===== src/rtl/uart_pkg.sv =====
`default_nettype none
// ============================================================================
//  Module      : uart_pkg
//  Description : Frame format and receiver state encodings, common to the
//                UART transmitter and receiver.
//  Revision    : 1.0  initial release
// ============================================================================
package uart_pkg;

    localparam int UART_DATA_BITS = 8;

    typedef enum logic [2:0] {
        ST_IDLE  = 3'd0,
        ST_START = 3'd1,
        ST_DATA  = 3'd2,
        ST_STOP  = 3'd3,
        ST_BREAK = 3'd4
    } uart_state_e;

endpackage
`default_nettype wire


===== src/rtl/sync_2ff.sv =====
`default_nettype none
// ============================================================================
//  Module      : sync_2ff
//  Description : 1-bit two-flop synchroniser. Resets to 1 so that an idle-high
//                serial line never looks like a start bit coming out of reset.
//  Revision    : 1.0  initial release
// ============================================================================
module sync_2ff (
    input  logic clk,
    input  logic rst,
    input  logic d_i,
    output logic q_o
);

    logic meta_q;
    logic sync_q;

    // Two back-to-back flops give the first stage a cycle to settle.
    always_ff @(posedge clk) begin
        if (rst) begin
            meta_q <= 1'b1;
            sync_q <= 1'b1;
        end else begin
            meta_q <= d_i;
            sync_q <= meta_q;
        end
    end

    assign q_o = sync_q;

endmodule
`default_nettype wire


===== src/rtl/uart_rx.sv =====
`default_nettype none
// ============================================================================
//  Module      : uart_rx
//  Description : UART receiver, 8N1, LSB first, idle-high line. Samples every
//                bit at its centre and reports each good byte with a one-cycle
//                valid strobe, or a one-cycle frame_err if the stop bit is low.
//  Revision    : 1.0  initial release
// ============================================================================
module uart_rx
    import uart_pkg::*;
#(
    parameter int CLKS_PER_BIT = 104
) (
    input  logic                      clk,
    input  logic                      rst,
    input  logic                      rx,
    output logic [UART_DATA_BITS-1:0] data,
    output logic                      valid,
    output logic                      frame_err,
    output logic                      busy
);

    localparam int CNT_W = $clog2(CLKS_PER_BIT);
    localparam int HALF  = CLKS_PER_BIT / 2;

    localparam logic [CNT_W-1:0] c_HALF_LAST = CNT_W'(HALF - 1);
    localparam logic [CNT_W-1:0] c_BIT_LAST  = CNT_W'(CLKS_PER_BIT - 1);
    localparam logic [2:0]       c_IDX_LAST  = 3'(UART_DATA_BITS - 1);

    logic                      w_rx_s;

    uart_state_e               state_q,   state_d;
    logic [CNT_W-1:0]          cnt_q,     cnt_d;
    logic [2:0]                bit_idx_q, bit_idx_d;
    logic [UART_DATA_BITS-1:0] shift_q,   shift_d;
    logic [UART_DATA_BITS-1:0] data_q,    data_d;
    logic                      valid_q,   valid_d;
    logic                      ferr_q,    ferr_d;

    sync_2ff u_sync (
        .clk (clk),
        .rst (rst),
        .d_i (rx),
        .q_o (w_rx_s)
    );

    // State, counters, shift register and output registers.
    always_ff @(posedge clk) begin
        if (rst) begin
            state_q   <= ST_IDLE;
            cnt_q     <= '0;
            bit_idx_q <= '0;
            shift_q   <= '0;
            data_q    <= '0;
            valid_q   <= 1'b0;
            ferr_q    <= 1'b0;
        end else begin
            state_q   <= state_d;
            cnt_q     <= cnt_d;
            bit_idx_q <= bit_idx_d;
            shift_q   <= shift_d;
            data_q    <= data_d;
            valid_q   <= valid_d;
            ferr_q    <= ferr_d;
        end
    end

    // Frame sequencing: half a bit to the start-bit centre, then one full bit
    // period between consecutive samples.
    always_comb begin
        state_d   = state_q;
        cnt_d     = cnt_q;
        bit_idx_d = bit_idx_q;
        shift_d   = shift_q;
        data_d    = data_q;
        valid_d   = 1'b0;
        ferr_d    = 1'b0;

        case (state_q)
            ST_IDLE: begin
                cnt_d = '0;
                if (!w_rx_s) begin
                    state_d = ST_START;
                end
            end

            ST_START: begin
                if (cnt_q == c_HALF_LAST) begin
                    cnt_d = '0;
                    if (!w_rx_s) begin
                        state_d   = ST_DATA;
                        bit_idx_d = '0;
                    end else begin
                        // Line went back high before mid start bit: a glitch.
                        state_d = ST_IDLE;
                    end
                end else begin
                    cnt_d = cnt_q + CNT_W'(1);
                end
            end

            ST_DATA: begin
                if (cnt_q == c_BIT_LAST) begin
                    cnt_d              = '0;
                    shift_d[bit_idx_q] = w_rx_s;
                    if (bit_idx_q == c_IDX_LAST) begin
                        state_d = ST_STOP;
                    end else begin
                        bit_idx_d = bit_idx_q + 3'd1;
                    end
                end else begin
                    cnt_d = cnt_q + CNT_W'(1);
                end
            end

            ST_STOP: begin
                if (cnt_q == c_BIT_LAST) begin
                    cnt_d = '0;
                    if (w_rx_s) begin
                        // Returning to IDLE at mid-stop lets a start bit that
                        // directly follows the stop bit be caught.
                        data_d  = shift_q;
                        valid_d = 1'b1;
                        state_d = ST_IDLE;
                    end else begin
                        ferr_d  = 1'b1;
                        state_d = ST_BREAK;
                    end
                end else begin
                    cnt_d = cnt_q + CNT_W'(1);
                end
            end

            ST_BREAK: begin
                // Hold here while the line stays low so a break gives one error.
                cnt_d = '0;
                if (w_rx_s) begin
                    state_d = ST_IDLE;
                end
            end

            default: begin
                state_d = ST_IDLE;
                cnt_d   = '0;
            end
        endcase
    end

    assign data      = data_q;
    assign valid     = valid_q;
    assign frame_err = ferr_q;
    assign busy      = (state_q != ST_IDLE);

endmodule
`default_nettype wire


===== config.mk =====
export PLATFORM = sky130hd
export DESIGN_NAME = uart_rx
export DESIGN_NICKNAME = d
export VERILOG_FILES = /design/src/rtl/uart_pkg.sv /design/src/rtl/sync_2ff.sv /design/src/rtl/uart_rx.sv
export SDC_FILE = /design/constraint.sdc
export NUM_CORES = 1
export LEC_CHECK = 0
export ABC_AREA = 1
export CAP_MARGIN = 20
export CORE_MARGIN = 5
export CORE_UTILIZATION = 55
export DETAILED_ROUTE_END_ITERATION = 10
export PLACE_DENSITY_LB_ADDON = 0.05
export SYNTH_ARGS = -nofsm -noshare
export SYNTH_HDL_FRONTEND = slang
export SYNTH_SLANG_ARGS = --single-unit

===== constraint.sdc =====
create_clock -name clk -period 2.15 [get_ports clk]
set_clock_uncertainty 0.15 [all_clocks]
set_input_delay 0.3225 -clock clk [delete_from_list [all_inputs] [get_ports clk]]
set_output_delay 0.3225 -clock clk [all_outputs]
set_load 0.03 [all_outputs]

======== After elaboration in Yosys (flattened, before gate mapping) ========
Cells that the tools add are included.
cells by class
  add/sub/neg operators ................... 2
  eq/ne operators ......................... 15
  reduce and logical (&&, ||, !) cells .... 10
  order comparisons ....................... 2
  bitwise operators ....................... 2
  muxes and demuxes ....................... 22
operators with widths
  kind                                                                          number
  3-bit 2-to-1 mux                                                              11
  3-bit one-hot mux with 5 select lines                                         1
  7-bit 2-to-1 mux                                                              2
  2-bit inequality test, second input constant                                  7
  7-bit one-hot mux with 2 select lines                                         1
  8-bit bitwise mux                                                             1
  7-bit by 1-bit adder with 7-bit output, second input constant                 1
  7-bit by 6-bit equality test with 1-bit output, second input constant         1
  7-bit equality test, second input constant                                    1
  3-bit by 2-bit equality test with 1-bit output, second input constant         2
  3-bit equality test, second input constant                                    2
  3-bit one-hot mux with 2 select lines                                         1
  6-bit AND reduction                                                           1
  5-bit AND reduction                                                           1
  3-bit by 4-bit less-than comparator with 1-bit output, second input constant  1
  3-bit by 1-bit adder with 3-bit output, second input constant                 1
  1-bit demux with 3-bit select                                                 1
  3-bit by 1-bit equality test with 1-bit output, second input constant         1
  3-bit by 1-bit >= comparator with 1-bit output, second input constant         1
  3-bit logical NOT                                                             1
  1-bit 2-to-1 mux                                                              3
  3-bit AND reduction                                                           1
  3-bit nonzero test                                                            1
  3-bit OR reduction                                                            1
  other kinds (7)                                                               8
word-level totals
  register bits ........................... 33

======== Depth between registers and ports, before layout ========
  depth in word-level cells ............... 5
  mapped depth ............................ 10

======== Cells and area by module ========
A second synthesis with hierarchy kept.
second synthesis, totals
  cells, all modules ...................... 213
  area total of the unflattened synthesis .. 1,600.3 µm²
by module, submodules not included
  module    area each (µm²)  sequential area each (µm²)  cells an instance  times used
  uart_rx   1,541.5          620.6                       206                1
  sync_2ff  58.8             40.0                        7                  1

======== Worst setup path before layout ========
OpenSTA, ideal clock, no wires.
  path kind ............................... reg-to-reg
  start ................................... reg cnt_q[0]
  end ..................................... reg shift_q[0]
  buffers on the path ..................... 0
  setup time .............................. 0.119 ns
  path slack .............................. 0.639 ns
  stages on the path, launching flop included .. 9
  arrival ................................. 1.241 ns
  cell sequence ........................... dfxtp_1 > ha_1 > nand2_2 > nor2_4 > nand2_4 > nor2_2 > nand2_1 > o21ai_0 > a21oi_1
on the way
  cells in the longest elaborated chain, start to end .. 2
RTL lines
  what                           RTL line        source
  start, declared                uart_rx.sv:33   logic [CNT_W-1:0] cnt_q, cnt_d;
  start signal, assigned         uart_rx.sv:59   cnt_q <= cnt_d;
  7-bit equality test            uart_rx.sv:103  if (cnt_q == c_BIT_LAST) begin
  2-bit AND reduction (no line)  n/a
  end signal, assigned           uart_rx.sv:61   shift_q <= shift_d;
  end, declared                  uart_rx.sv:35   logic [UART_DATA_BITS-1:0] shift_q, shift_d;
No other way between the ends.
A chain may end at the register's enable or synchronous reset.

======== Worst setup path after layout ========
  start ................................... reg cnt_q[0]
  end ..................................... reg data_q[1] (netlist: data[1])
on the way
  cells in the longest elaborated chain, start to end .. 2
RTL lines
  what                           RTL line        source
  7-bit equality test            uart_rx.sv:117  if (cnt_q == c_BIT_LAST) begin
  3-bit AND reduction (no line)  n/a
  end signal, assigned           uart_rx.sv:62   data_q <= data_d;
  end, declared                  uart_rx.sv:36   logic [UART_DATA_BITS-1:0] data_q, data_d;
No other way between the ends.

==> summary.txt <==
Synthesis
  • Mapped Area: 0.00151 mm2
  • #FFs+latches synth: 33
  • Post-synth EDFFs: 0
  • Post-synth top area share: 0.437
  • Top-count cell post-synth: nand2_1
  • Ys Warns: 0
  • Syn_nets: 211
  • Async SR Flop Fraction: 0
  • Largest area contributor in the netlist: dfxtp_1
  • Mapped Cells: 205
  • Synth cell count leaders: nand2_1 (37), nor2_1 (34), dfxtp_1 (33), inv_1 (22), a21oi_1 (16)
  • Register area share after synthesis: 0.437
  • Synth unique cells: 26
  • Area contributors post-synth: dfxtp_1 (44%), nand2_1 (9.2%), nor2_1 (8.4%), inv_1 (5.5%), a21oi_1 (5.3%)
  • Most used DFF post-synth: dfxtp_1
  • Avg Cell Area, Syn: 7.38 um2

Cells and area
  • Layout Utilization: 0.653
  • Share of layout cells above drive strength 1: 0.138
  • Layout Nets: 229
  • Antenna Diode Count: 0
  • Fill cells: 228
  • Layout area overhead: 16.0%

Timing
  • Worst setup margin: 281 ps
  • Slew of the pin with the lowest slew margin: 488 ps
  • Worst hold slack: 271 ps
  • Final-report setup violation count: 0
  • Max-slew violations: 0
  • Post-layout minimum cycle time: 1870 ps
  • Max Clock Freq: 535 MHz
  • Slew HR: 0.674
  • Fin crit share: 0.869
  • Unrepaired setup endpoints after global routing: false
  • Fin. Hold Viols: 0
  • Setup_tns: 0 ps

Clock tree
  • Worst-skew pair later-pin latency: 340 ps
  • Hold buffer count at CTS: 0
  • Clk root buf: clkbuf_4
  • H-Tree Level Count: 2
  • TritonCTS clock tree: built
  • CTS Buffer Depth: 2
  • Sink Count: 33
  • CTS buffer count: 5
  • Clock transition at the registers of the reported paths: 100 ps
  • Post-CTS Setup Inserts: 0

Detailed routing
  • Drt total wl: 2980 um
  • Drt initial violations: 39
  • Vias: 1,291
  • Post-DRT Antenna Nets: 0
  • WL per Instance: 11.7 um
  • Via-to-Cell Ratio: 5.06
  • Detailed Routing Iterations Pass 1: 4
  • Residual DRC: 0

Worst setup path
  • Critical path startpoint: cnt_q[0]
  • Critical Path Start Type: flop
  • Worst EP required: 2240 ps
  • Crit. End Element: flop
  • Reg2Reg Depth: 8
  • Critical path peak fanout: 14
  • CP Data Arrival Time: 1960 ps
  • RR Startpoint: cnt_q[0]
  • Worst setup path class: reg -> reg

Worst hold path
  • Worst hold path class: reg -> reg
  • Hold Path Cell Cnt: 1
  • Min-delay src: u_sync.meta_q

Run
  • Max capacitance violation total: 0

Placed design
  • RD Place Congestion: 0.861
  • Port buffer count: 13
  • Pre-CTS setup slack: 273 ps
  • DP Wirelength: 2230 um

Global routing
  • First-pass GRT wire length: 5190 um
  • Initial antenna violation count: 0
  • Pin count of the biggest net entering global routing: 17
  • Total track usage: 0.165
  • GRT Residual Overflow: 0
  • Number of global-route vias before repair: 1,243

Power
  • Worst VDD drop: 0.000664 V
  • PwrDens: 810 mW/mm2
  • Final Power: 1420 uW
  • Pleak: 0.000696 uW

Outcome
  • Status: completed

Floorplan
  • Die area: 0.00390 mm2
  • Std cell rows: 19
  • Core ar.: 0.00269 mm2
  • Horiz. Die Dim: 62.4 um
  • Die Ht: 62.4 um
  • Starting Density: 0.563
  • I/O Pins: 14
area by class of cell:
cell class | count | area (um2) | share of cell area
inverter | 25 | 93.8 | 0.0535
clock inverter | 1 | 30.0 | 0.0171
sequential | 33 | 661 | 0.377
timing repair buffer | 16 | 155 | 0.0884
multi-input combinational | 142 | 721 | 0.411
tap | 31 | 38.8 | 0.0221
clock buffer | 7 | 55.1 | 0.0314
cell usage in the layout, fill, tap and decap left out, types with 4 or more instances in the layout:
| cell | synthesis | layout |
|---|---|---|
| nand2_2 | 4 | 4 |
| clkdlybuf4s50_1 | 0 | 12 |
| nand4_1 | 4 | 4 |
| nand3_1 | 11 | 11 |
| clkbuf_4 | 0 | 5 |
| inv_1 | 22 | 22 |
| dfxtp_1 | 33 | 33 |
| o21ai_0 | 11 | 11 |
| nand2_1 | 37 | 37 |
| a21oi_1 | 16 | 16 |
| nor2_1 | 34 | 34 |
per-stage QoR:
stage          instances  instance area, um2
2_1_floorplan        205                1510
3_3_place_gp         247                1670
3_5_place_dp         247                1670
4_1_cts              255                1750
5_1_grt              255                1750
6_report             255                1750
worst paths after layout:
path                              endpoint  slack (ps)
worst max-delay path               data[1]         280
worst min-delay path            u_sync.q_o         270
worst max register to register     data[1]         280
worst min register to register  u_sync.q_o         270
registers in the layout, indices dropped and copies added (netlist names):
name           cells
bit_idx_q          3
cnt_q              7
data               8
frame_err          1
shift_q            8
state_q            3
u_sync.meta_q      1
u_sync.q_o         1
valid              1
layer usage:
layer  track usage  wire, um  vias up
li1              -         -      684
met1         0.182      1360      582
met2         0.282      1440       19
met3        0.0612       124        6
met4        0.0690        59        0
met5             0         0        -
worst max-delay path, stage by stage (launching register included):
cell     delay, ps
dfxtp_1        400
ha_1           230
nand2_2        100
nor2_4         140
nand2_4         90
nor2_4         350
inv_1          140
nor2_1         120
nor2_1          50
power by group:
group | switching [uW] | leakage [uW] | internal, uW
clock network | 208 | 0.0000455 | 278
registers | 37.5 | 0.000267 | 637
logic | 165 | 0.000384 | 96.5
total | 410 | 0.000696 | 1010
cells by family after synthesis:
logic type      share of synthesized area
fa+ha+maj                          0.0248
xor+xnor                           0.0174
compound gates                      0.130
simple gates                        0.304
buf+inv                            0.0868
flops                               0.437
repair_timing:
action / 4_1_cts / 5_1_grt
endpoints found under the hold margin: 0 / 0
setup endpoints to repair: 0 / 1
gates resized for setup: 0 / 1
No activity file was read; power rests on OpenSTA's default activity.
==> edit 1, RTL diff (same flow settings) <==
Set the parameter `CLKS_PER_BIT` to 208 (it was 104).
--- a/src/rtl/uart_rx.sv
+++ b/src/rtl/uart_rx.sv
@@ -9,7 +9,7 @@
 module uart_rx
     import uart_pkg::*;
 #(
-    parameter int CLKS_PER_BIT = 104
+    parameter int CLKS_PER_BIT = 208
 ) (
     input  logic                      clk,
     input  logic                      rst,
Formal check against the unedited RTL: same outputs for any inputs over 10 cycles, from zero or initial values and one cycle with rst high; that may be too few to reach the edited logic, so the function may still have changed.
==> edit 1 against the original RTL <==
- sequential cell count up 1
- setup slack worse by 0.049 ns
- count of clock-buffer cells in the layout unchanged
- synthesized cell count up 2.9%
- die area up 4.4%
- cell count up 3.1%
- cell area up 4.4%
- area after synthesis up 5.3%
- routed wire length up 3.2%
- largest cell class unchanged
Power is not compared: it rests on default switching activity, and its combinational part moved more than twofold at a synthesized area within 25%.
==> edit 1: results (changes against the original RTL) <==
met3 Resource Use GR=4.90% (-1.2 points); fin util=66.4% (+1.1 points); grt met1 use=21.1% (+2.9 points); metal3 WL=150 um (+21%); first-pass GRT wire length=5550 um (+6.9%); CP delay by family, top=buffers and inverters; post-synthesis sequential area ratio=42.7% (-0.94 points); Non-clk invs=30 (+20%); DR WL/cell=11.7 um (about the same); Syn Inst Count=211 (+2.9%); worst slack, placed=0.317 ns (+0.0440 ns); Met1 Wirelength=1480 um (+8.5%); drt initial violations=65 (+67%); status=finished clean; layout cells sized above 1=14.7% (+0.82 points); cts repair resizes=1 (+1); CP peak stage delay=0.43 ns (+0.03 ns); met2 Track Usage GR=27.8% (-0.47 points); synth top area cells=dfxtp_1 43%, nand2_1 8.5%, nor2_1 6.8%, a21oi_1 6.0%, inv_1 5.7%; final-layout clock-cell area share=3.28% (-1.6 points); final wirelength=3080 um (+3.2%); Worst Path Arrival=1.45 ns (-0.51 ns); Non-clock buffers=17 (+1); Synth top cells by count=36 x nand2_1, 34 x dfxtp_1, 29 x nor2_1; nets@finish=237 (+3.5%); GRT Total Usage=16.8% (+0.25 points); hpwl dp=2370 um (+6.3%); metal2 WL=1430 um (about the same); fill count=250 (+9.6%); Slew @ Worst Pin=0.385 ns (-0.103 ns); placed cells=255 (+3.2%); signal buffers share of area=8.68% (-0.16 points); Placer Congestion=0.889 (+3.3%); Synth cell types=25 (-3.8%); critical path fanouts, max=5 (-9)
==> edit 1: kinds of logic (layout without fill, tap and decap cells) <==
group,count (synthesis),in the layout,share of synthesized area (%)
AOI/OAI and AO/OA,37,37,11.6
xor gates and xnor gates,4,4,2.20
adders and majority gates,3,3,2.36
buffers and inverters,34,55,8.33
DFF,34,34,42.7
and+or+nand+nor,99,99,32.8
==> edit 1: power by group through the flow <==
stage	logic (mW)	registers [mW]	clock network (mW)
after floorplan	0.484	0.741	0
after global placement	0.569	0.761	0
after detailed placement	0.593	0.767	0
after CTS	0.586	0.755	0.379
after global routing	0.660	0.765	0.410
final	0.585	0.756	0.363
==> edit 1: final timing paths <==
path,from,to,slack (ns),cells after the start
hold reg to reg,u_sync.meta_q,u_sync.q_o,0.27,1
setup / recovery,state_q[0],busy,0.23,5
hold / removal,u_sync.meta_q,u_sync.q_o,0.27,1
setup reg to reg,cnt_q[0],shift_q[2],0.38,8
==> edit 2, RTL diff (same flow settings) <==
Made on the original files. Register the output `data` once more, without a reset; this adds one clock of latency there. The other outputs are not delayed to match.
--- a/src/rtl/uart_rx.sv
+++ b/src/rtl/uart_rx.sv
@@ -146,7 +146,9 @@
         endcase
     end
 
-    assign data      = data_q;
+    always_ff @(posedge clk) begin
+        data <= data_q;
+    end
     assign valid     = valid_q;
     assign frame_err = ferr_q;
     assign busy      = (state_q != ST_IDLE);
Check against the original RTL: same outputs for any inputs over 10 cycles, from zero or initial values and one cycle with rst high; that may be too few to reach the edited logic, so the function may still have changed.
==> edit 2 against the original RTL <==
- area after synthesis is 11% higher
- largest cell class is now registers
- combinational power up 100%
- cell area increased by 8.8%
- power rose by 34%
- setup slack better by 0.045 ns
- hold slack got worse by 0.067 ns
- routed wire length is 3.3% higher
- sequential cell count grew 8
- count of clock-buffer cells in the layout did not move
- fmax increased by 2.5%
==> edit 2: results (changes against the original RTL) <==
hpwl dp=2240 um (+0.44%); post-synthesis sequential area ratio=49.0% (+5.3 points); post-route insts no fill=261 (+2.4%); Met1 Wirelength=1400 um (+2.6%); drt initial violations=65 (+67%); metal2 WL=1470 um (+2.5%); Rel. slew slack=68.9% (+1.4 points); layout cells sized above 1=8.33% (-5.5 points); worst vdd ir=0.000891 V (+34%); Placer Congestion=0.917 (+6.6%); Yosys warning total=0 (unchanged); largest net degree at the start of global routing=15 (-2); Hold Crit Class=reg2reg; synth top area cells=dfxtp_1 49%, nor2_1 9.6%, nand2_1 7.4%, nand3_1 5.1%, inv_1 4.3%; P_int=1.25 mW (+24%); Synth top cells by count=43 x nor2_1, 41 x dfxtp_1, 33 x nand2_1; fill count=258 (+13%); final wirelength=3080 um (+3.3%); metal3 WL=131 um (+5.6%); root buf cell=clkbuf_4; placed cells=253 (+2.4%); Post-Syn Nets=217 (+2.8%); Antenna diodes=0 (unchanged); first-pass GRT wire length=5520 um (+6.4%); CP peak stage delay=0.66 ns (+0.26 ns); critical path fanouts, max=1 (-13); vias in the first global route=1,332 (+7.2%); GRT Total Usage=16.9% (+0.40 points); area share of the largest cell type after synthesis=49.0% (+5.3 points); synthesized area per cell=7.94 sq um (+7.6%); CP delay by family, top=buffers and inverters; cell at the slowest stage of the critical path=clkdlybuf4s50_1; status=finished clean; initial antenna violation count=0 (unchanged); leakage power=0.843 nW (+21%); Synth cell types=27 (+3.8%); Worst-Skew Late Latency=0.35 ns; ys async rst share=0% (unchanged); Via Count=1,370 (+6.1%); nets@finish=233 (+1.7%)
## edit 2: cell count changes in the layout (fill, tap and decap cells not counted), moves of 3 or more
cell	before	now
nor2_1	34	43
dfxtp_1	33	41
a21oi_1	16	9
nand3_1	11	17
nand4_1	4	9
nand2_1	37	33
inv_1	22	19
inv_2	3	0
o21ai_2	3	0
## edit 2: per-stage QoR
step	hold WS [ns]	setup slack, ns	area, sq um
after detailed placement	0.185	0.364	1820
after CTS	0.206	0.0710	1910
after global placement	0.186	0.395	1820
after floorplan	0.176	0.605	1680
after global routing	0.214	0.193	1910
final	0.205	0.326	1910
## edit 2: routing by layer
| metal | global-route usage [%] | vias to the layer above |
|---|---|---|
| li1 | - | 715 |
| met1 | 18.8 | 618 |
| met2 | 28.3 | 29 |
| met3 | 4.62 | 8 |
| met4 | 10.6 | 0 |
| met5 | 0 | - |
## edit 2: cells by family (layout without fill, tap and decap cells)
kind of cell    count (synthesis)  count (layout)  share of synthesized area, %
fa+ha+maj                       3               3                          2.24
buf+inv                        24              41                          6.20
simple gates                  117             117                          33.5
compound gates                 21              21                          6.42
xor+xnor                        5               5                          2.61
flops                          41              41                          49.0
## edit 2: path summary, 6_finish.rpt
path / slack (ns) / startpoint / endpoint / depth (start not counted)
max: 0.33 / frame_err / frame_err / 1
min: 0.20 / data_q[5] / data[5] / 0
max reg2reg: 0.39 / cnt_q[0] / state_q[1] / 9
min reg2reg: 0.20 / data_q[5] / data[5] / 0
## edit 2: power by group through the flow
stage / sequential [mW] / combinational [mW] / clock [mW]
2_1_floorplan: 0.862 / 0.418 / 0
3_3_place_gp: 0.885 / 0.502 / 0
3_5_place_dp: 0.887 / 0.520 / 0
4_1_cts: 0.869 / 0.523 / 0.531
5_1_grt: 0.883 / 0.588 / 0.565
6_report: 0.870 / 0.521 / 0.518
## edit 2: layout make-up
cell class / count / share of cell area, %
timing repair buffer: 14 / 7.34
sequential: 41 / 43.0
clock buffer: 7 / 2.88
clock inverter: 1 / 1.57
tap: 33 / 2.16
inverter: 19 / 3.74
multi-input combinational: 146 / 39.3
